==> src/rtl/loader_pkg.sv <==
// rtl/loader_pkg.sv - shared FSM state encoding and word geometry for the instruction-memory loader.
// The CHECK state exists only when LOADER_CHECKSUM_EN is defined.
package loader_pkg;

  localparam int BYTES_PER_WORD = 4;

  typedef enum logic [2:0] {
    ST_IDLE,
    ST_RECV,
    ST_WRITE,
`ifdef LOADER_CHECKSUM_EN
    ST_CHECK,
`endif
    ST_DONE
  } loader_state_e;

endpackage

==> src/rtl/imem_word_assembler.sv <==
// rtl/imem_word_assembler.sv - packs an MSB-first byte stream into 32-bit words.
// word_ready_o pulses combinationally on the cycle the last byte of a word is accepted.
module imem_word_assembler
  import loader_pkg::*;
(
  input  logic        clk,
  input  logic        rst,
  input  logic        clear_i,
  input  logic        valid_i,
  input  logic [7:0]  byte_i,
  output logic [31:0] word_o,
  output logic        word_ready_o
);

  logic [31:0] shift_q, shift_d;
  logic [1:0]  cnt_q, cnt_d;

  always_comb begin
    shift_d = shift_q;
    cnt_d   = cnt_q;
    if (clear_i) begin
      shift_d = '0;
      cnt_d   = '0;
    end else if (valid_i) begin
      shift_d = {shift_q[23:0], byte_i};
      cnt_d   = cnt_q + 2'd1;
    end
  end

  assign word_ready_o = valid_i && !clear_i && (cnt_q == 2'(BYTES_PER_WORD - 1));
  assign word_o       = shift_q;

  always_ff @(posedge clk) begin
    if (rst) begin
      shift_q <= '0;
      cnt_q   <= '0;
    end else begin
      shift_q <= shift_d;
      cnt_q   <= cnt_d;
    end
  end

endmodule

==> src/rtl/imem_loader.sv <==
// rtl/imem_loader.sv - streams a byte image into instruction memory while holding the CPU.
// Defining LOADER_CHECKSUM_EN adds a trailing XOR checksum byte and the err output.
module imem_loader
  import loader_pkg::*;
#(
  parameter int ADDR_W    = 8,
  parameter int BASE_ADDR = 0
) (
  input  logic              clk,
  input  logic              rst,
  input  logic              start,
  input  logic [ADDR_W-1:0] len,
  input  logic              in_valid,
  input  logic [7:0]        in_byte,
  output logic              in_ready,
  output logic              mem_we,
  output logic [ADDR_W-1:0] mem_addr,
  output logic [31:0]       mem_wdata,
  output logic              cpu_hold,
  output logic              done
`ifdef LOADER_CHECKSUM_EN
  ,
  output logic              err
`endif
);

  loader_state_e     state_q, state_d;
  logic [ADDR_W-1:0] len_q, len_d;
  logic [ADDR_W-1:0] widx_q, widx_d;
  logic [ADDR_W-1:0] addr_q, addr_d;
  logic [ADDR_W-1:0] addr_now;
  logic [31:0]       wdata_q, wdata_d;
  logic [31:0]       asm_word;
  logic              asm_clear, asm_valid, asm_ready;
`ifdef LOADER_CHECKSUM_EN
  logic [7:0]        xor_q, xor_d;
  logic              err_q, err_d;
`endif

  // Address arithmetic truncates to ADDR_W, so loads wrap past the top of memory.
  assign addr_now = ADDR_W'(BASE_ADDR) + widx_q;

  imem_word_assembler u_asm (
    .clk          (clk),
    .rst          (rst),
    .clear_i      (asm_clear),
    .valid_i      (asm_valid),
    .byte_i       (in_byte),
    .word_o       (asm_word),
    .word_ready_o (asm_ready)
  );

  always_comb begin
    state_d   = state_q;
    len_d     = len_q;
    widx_d    = widx_q;
    addr_d    = addr_q;
    wdata_d   = wdata_q;
`ifdef LOADER_CHECKSUM_EN
    xor_d     = xor_q;
    err_d     = err_q;
`endif
    asm_clear = 1'b0;
    asm_valid = 1'b0;
    in_ready  = 1'b0;
    mem_we    = 1'b0;
    mem_addr  = addr_q;
    mem_wdata = wdata_q;
    done      = 1'b0;
    cpu_hold  = 1'b1;

    case (state_q)
      ST_IDLE: begin
        cpu_hold = 1'b0;
        if (start) begin
`ifdef LOADER_CHECKSUM_EN
          xor_d = '0;
          err_d = 1'b0;
`endif
          if (len != '0) begin
            len_d     = len;
            widx_d    = '0;
            asm_clear = 1'b1;
            state_d   = ST_RECV;
          end else begin
            state_d = ST_DONE;
          end
        end
      end
      ST_RECV: begin
        in_ready  = 1'b1;
        asm_valid = in_valid;
`ifdef LOADER_CHECKSUM_EN
        if (in_valid) xor_d = xor_q ^ in_byte;
`endif
        if (asm_ready) state_d = ST_WRITE;
      end
      ST_WRITE: begin
        mem_we    = 1'b1;
        mem_addr  = addr_now;
        mem_wdata = asm_word;
        addr_d    = addr_now;
        wdata_d   = asm_word;
        widx_d    = widx_q + 1'b1;
        if (widx_d != len_q) begin
          state_d = ST_RECV;
        end else begin
`ifdef LOADER_CHECKSUM_EN
          state_d = ST_CHECK;
`else
          state_d = ST_DONE;
`endif
        end
      end
`ifdef LOADER_CHECKSUM_EN
      ST_CHECK: begin
        in_ready = 1'b1;
        if (in_valid) begin
          err_d   = (in_byte != xor_q);
          state_d = ST_DONE;
        end
      end
`endif
      ST_DONE: begin
        done    = 1'b1;
        state_d = ST_IDLE;
      end
      default: state_d = ST_IDLE;
    endcase
  end

  always_ff @(posedge clk) begin
    if (rst) begin
      state_q <= ST_IDLE;
      len_q   <= '0;
      widx_q  <= '0;
      addr_q  <= '0;
      wdata_q <= '0;
`ifdef LOADER_CHECKSUM_EN
      xor_q   <= '0;
      err_q   <= 1'b0;
`endif
    end else begin
      state_q <= state_d;
      len_q   <= len_d;
      widx_q  <= widx_d;
      addr_q  <= addr_d;
      wdata_q <= wdata_d;
`ifdef LOADER_CHECKSUM_EN
      xor_q   <= xor_d;
      err_q   <= err_d;
`endif
    end
  end

`ifdef LOADER_CHECKSUM_EN
  assign err = err_q;
`endif

endmodule

==> config.mk <==
export PLATFORM = sky130hd
export DESIGN_NAME = imem_loader
export DESIGN_NICKNAME = d
export VERILOG_FILES = /design/src/rtl/loader_pkg.sv /design/src/rtl/imem_word_assembler.sv /design/src/rtl/imem_loader.sv
export SDC_FILE = /design/constraint.sdc
export NUM_CORES = 1
export LEC_CHECK = 0
export CORE_MARGIN = 10
export CORE_UTILIZATION = 40
export DETAILED_ROUTE_END_ITERATION = 16
export GPL_TIMING_DRIVEN = 0
export PLACE_DENSITY_LB_ADDON = 0.05
export SETUP_SLACK_MARGIN = 0.1
export SLEW_MARGIN = 20
export SYNTH_ARGS = -nofsm -noshare
export SYNTH_HDL_FRONTEND = slang
export SYNTH_SLANG_ARGS = --single-unit
==> constraint.sdc <==
create_clock -name clk -period 2.65 [get_ports clk]
set_input_delay 0.3975 -clock clk [delete_from_list [all_inputs] [get_ports clk]]
set_output_delay 0.3975 -clock clk [all_outputs]
set_load 0.02 [all_outputs]
# Yosys cells after proc, flatten, opt, wreduce, memory -nomap -nowiden

Index checks and enable logic that the tools add are counted.

Logic and storage cells: 45
Memories kept: 0
Output and inout port bits: 44
Memory bits (read-only): 0
Latch bits: 0
Bits in registers: 93
Bits in writable memories: 0

Reductions and logical operators: 10
Order comparisons: 0
$mul: 0
$add $sub $neg: 2
Shift operators: 0
Bitwise gates (word level): 0
Divide/modulo/power cells: 0
Eq/ne operators: 8
Multiplexer cells: 18

Operators with widths:

| cell                                          | number |
|---|---|
| two-way mux 32 bit                            | 1 |
| two-way mux 8 bit                             | 3 |
| one-hot mux 8 bit (2 select lines)            | 1 |
| one-hot mux 3 bit (3 select lines)            | 1 |
| adder 8 x 1 -> 8 bit, second input constant   | 1 |
| two-way mux 1 bit                             | 8 |
| inequality test 8 bit                         | 1 |
| nonzero test 8 bit                            | 1 |
| == test 3 x 2 -> 1 bit, second input constant | 2 |
| two-way mux 3 bit                             | 2 |
| inequality test 2 bit, second input constant  | 3 |
| AND reduction 3 bit                           | 2 |
| two-way mux 2 bit                             | 2 |
| == test 3 x 1 -> 1 bit, second input constant | 1 |
| logical NOT 3 bit                             | 1 |
| adder 2 x 1 -> 2 bit, second input constant   | 1 |
| == test 2 bit, second input constant          | 1 |
| logical AND 1 bit                             | 2 |
| AND reduction 2 bit                           | 1 |
| nonzero test 2 bit                            | 1 |
| OR reduction 2 bit                            | 1 |
| logical NOT 1 bit                             | 1 |

# Logic depth before layout (Yosys ltp)

Depth in word-level cells: 9
Gate-level depth with buffers: 8
Gate-level depth less buffers: 5

# Cells and area by module

A second synthesis with hierarchy kept.

Cells, all modules: 460
Area total of the unflattened synthesis: 3871.2 um^2

By module, submodules not included:

| module              | sequential area each (um^2) | cells each | instances | area an instance (um^2) |
|---|---|---|---|---|
| imem_loader         | 1161.1                      | 347        | 1         | 2595.0 |
| imem_word_assembler | 680.7                       | 113        | 1         | 1276.2 |

# Worst setup path before layout

OpenSTA, ideal clock, no wires.

Kind: register to output
Start point: register state_q[0]
End point: output port mem_addr[0]
Cell stages (with the launch flop): 6
Arrival time: 1.600 ns
Slack: 0.653 ns
Cell sequence: dfxtp_1 clkbuf_1 nand2b_1 clkbuf_1 buf_2 mux2_2

Cells in the longest elaborated chain, start to end: 2

Ends and longest elaborated chain:

| what                     | RTL line           | source |
|---|---|---|
| start: declaration       | imem_loader.sv:27  | `loader_state_e state_q, state_d;` |
| start signal: assignment | imem_loader.sv:144 | `state_q <= state_d;` |
| == test 3 x 2 -> 1 bit   | imem_loader.sv:72  | `case (state_q)` |
| two-way mux 8 bit        | -                  |  |
| end: declaration         | imem_loader.sv:17  | `output logic [ADDR_W-1:0] mem_addr,` |

No other way between the ends.

# Worst setup path in the final report

Start point: register state_q[0]
End point: output port mem_addr[5]

The elaborated chain is that of the path after synthesis.

==> flow_summary.yaml <==
route:
  drt-pass1-iter-count: 4
  drc_errors: 0
  routed_wl_mm: 9.32
  num_vias: 3059
  initialDrtViolationCount: 181
  drtAntennaViolNets: 0
  avgViaCountPerCell: 4.87
  routedWlPerCell_um: 14.8
finish:
  multi_input_area_um2: 1920
  area_growth_pct: 25.1
  seqCellArea_um2: 1840
  drive_above_1_share_pct: 20.0
  nets: 512
  antenna_cells: 0
  nFillCells: 962
sta:
  final.period_utilization_pct: 92.0
  drv_slew: 0
  rsz0062_at_grt: "true"
  holdWs_ns: 0.465
  max_clock_freq_ghz: 0.410
  min_period_ns: 2.44
  tns_ns: 0
  finalSetupViolCount: 0
  hold_viol: 0
  finalClockSkew_ns: 0.00975
  relSlewSlack_pct: 55.7
  tightest_slew_ns: 0.660
  setup_ws_ns: 0.211
global_routing:
  grt-ovfl-total: 0
  grt_max_degree: 17
  grt_pass1_vias: 3102
  grt_usage_pct: 13.3
  antenna_found_initial: 0
  grt_pass1_wl_mm: 15.5
placement:
  dp_hpwl_mm: 6.86
  place_ws_ns: -0.267
  place_congestion: 0.845
  io_buffers: 63
yosys:
  netlist.area_leader.share_pct: 46.9
  synthTopCellsByCount: "dfxtp_1, nand2_1, nor2b_1"
  yosysTopAreaCell: "dfxtp_1"
  yosysMostFrequentCell: "dfxtp_1"
  postSynthCellCount: 416
  ys_ff_latch: 92
  netlist_area_um2: 3930
  synth_seq_area_share_pct: 46.9
  synthTopCellsByArea: "dfxtp_1, mux2_2, nand2_1"
  syn_area_per_cell_um2: 9.44
  ys.warnings.count: 0
  async_flop_share_pct: 0
  synth-edff-count: 0
  ys.flop_type: "dfxtp_1"
  synthDistinctLibCells: 45
  synth_fp_nets: 438
clock_tree:
  worst_skew_pair.late_latency_ns: 0.36
  post_cts_resized: 47
  cts_root_buffer: "clkbuf_8"
  cts_buffer_depth: 2
  postCtsSetupBuffers: 0
  h-tree-depth: 3
  holdBufCountCts: 0
  cts_buffers: 9
  tritoncts: "yes"
  clock_sinks: 92
  clkTransAtPathRegs_ns: 0.09
power:
  max-vdd-ir-drop_mv: 0.322
  p_per_area_nw_per_um2: 528
  power_leakage_uw: 0.00198
die:
  fp.dieArea_um2: 14200
  io_pins: 64
  start_util_pct: 40.5
  die_y_um: 119
  fp-row-count: 36
  core_um2: 9680
  dieWidth_um: 119
critical_path:
  start_kind: "flip-flop"
  reg2reg_from: "state_q[0]$_SDFFE_PP0P_"
  path_max_fanout: 10
  critPathLaunch: "state_q[0]$_SDFFE_PP0P_"
  cp.arrival_ns: 2.04
  end_kind: "output pin"
  rr_worst_depth: 7
  crit_required_ns: 2.25
  rr_endpoint: "u_asm.word_o[7]$_SDFFE_PP0P_"
  critPathKind: "reg2out"
  cp-endpoint: "mem_addr[5]"
  reg2reg_slack_ns: 0.63
outcome:
  status: "finished, final reports clean"
flow_run:
  drv_cap: 0
worst_hold_path:
  min_path_type: "reg2reg"
registers in the layout, indices dropped and copies added, names as in the netlist:
register / flops
state_q: 2
len_q: 8
wdata_q: 32
addr_q: 8
u_asm.word_o: 32
u_asm.cnt_q: 2
widx_q: 8
layout make-up:
| cell class | count | area share, % |
|---|---|---|
| tap | 133 | 3.39 |
| clock buffer | 10 | 2.60 |
| buffer | 31 | 3.72 |
| timing repair buffer | 63 | 12.0 |
| sequential | 92 | 37.5 |
| inverter | 4 | 0.306 |
| multi-input combinational | 289 | 39.0 |
| clock inverter | 6 | 1.48 |
cells in the final DEF (no fill, tap or decap), types with 2 or more instances in the layout:
master	count
a21oi_1	10
a21oi_2	29
a31oi_1	10
and2_1	2
buf_4	2
buf_6	7
clkbuf_1	19
clkbuf_2	2
clkbuf_8	9
clkdlybuf4s50_1	22
clkinvlp_4	3
dfxtp_1	92
dlygate4sd2_1	38
dlymetal6s2s_1	3
ha_1	2
inv_1	4
mux2_2	40
mux2i_1	7
nand2_1	79
nand2b_1	4
nand3_1	13
nor2_1	11
nor2b_1	41
nor3_1	4
nor4_1	2
o21ai_0	3
xnor2_1	7
xor2_1	4
layer usage:
layer | vias to the layer above | wire [um] | global-route usage, %
met5 | - | 0 | 0
met2 | 65 | 4540 | 22.5
met3 | 8 | 482 | 4.11
met1 | 1441 | 4220 | 15.8
met4 | 0 | 78 | 3.97
li1 | 1545 | - | -
through the flow:
| step | instance area (um^2) | util (%) | power [uW] | instances |
|---|---|---|---|---|
| 6_report | 4910 | 50.7 | 2600 | 628 |
| 5_1_grt | 4910 | 50.7 | 2710 | 628 |
| 4_1_cts | 4900 | 50.6 | 2630 | 628 |
| 3_5_place_dp | 4720 | 48.8 | 1670 | 612 |
| 3_3_place_gp | 4720 | 48.8 | 1660 | 612 |
| 2_1_floorplan | 3930 | - | 1580 | 416 |
kinds of logic after synthesis:
kind of cell	count (synthesis)	share of synthesized area, %
flip-flops	92	46.9
AND/OR/NAND/NOR	166	20.5
multiplexers	47	13.3
AO/OA/AOI/OAI	63	12.0
XOR/XNOR	11	2.45
adder cells (fa/ha/maj)	2	0.637
buffers and inverters	35	4.30
worst min-delay path by stage:
stage,startpoint,endpoint,slack [ns],depth (start not counted)
floorplan,u_asm.word_o[31]$_SDFFE_PP0P_,u_asm.word_o[31]$_SDFFE_PP0P_,0.43,2
global placement,u_asm.cnt_q[1]$_SDFFE_PP0P_,u_asm.cnt_q[1]$_SDFFE_PP0P_,0.45,2
detailed placement,u_asm.word_o[31]$_SDFFE_PP0P_,u_asm.word_o[31]$_SDFFE_PP0P_,0.46,2
CTS,u_asm.word_o[31]$_SDFFE_PP0P_,u_asm.word_o[31]$_SDFFE_PP0P_,0.47,2
global route,u_asm.cnt_q[1]$_SDFFE_PP0P_,u_asm.cnt_q[1]$_SDFFE_PP0P_,0.50,2
finish,u_asm.word_o[31]$_SDFFE_PP0P_,u_asm.word_o[31]$_SDFFE_PP0P_,0.46,2
report_power, final:
group,switching [uW],leakage (uW),internal [uW]
sequential,13.1,0.000743,1400
clock,515,0.0000910,446
combinational,129,0.00115,94.1
critical path: stages, from the launching register on:
cell and delay [ns]:
dfxtp_1 0.32, clkbuf_2 0.17, nand2b_1 0.16, buf_6 0.17
buf_4 0.19, mux2_2 0.35, dlygate4sd2_1 0.32
Power figures use the tool's default switching activity.
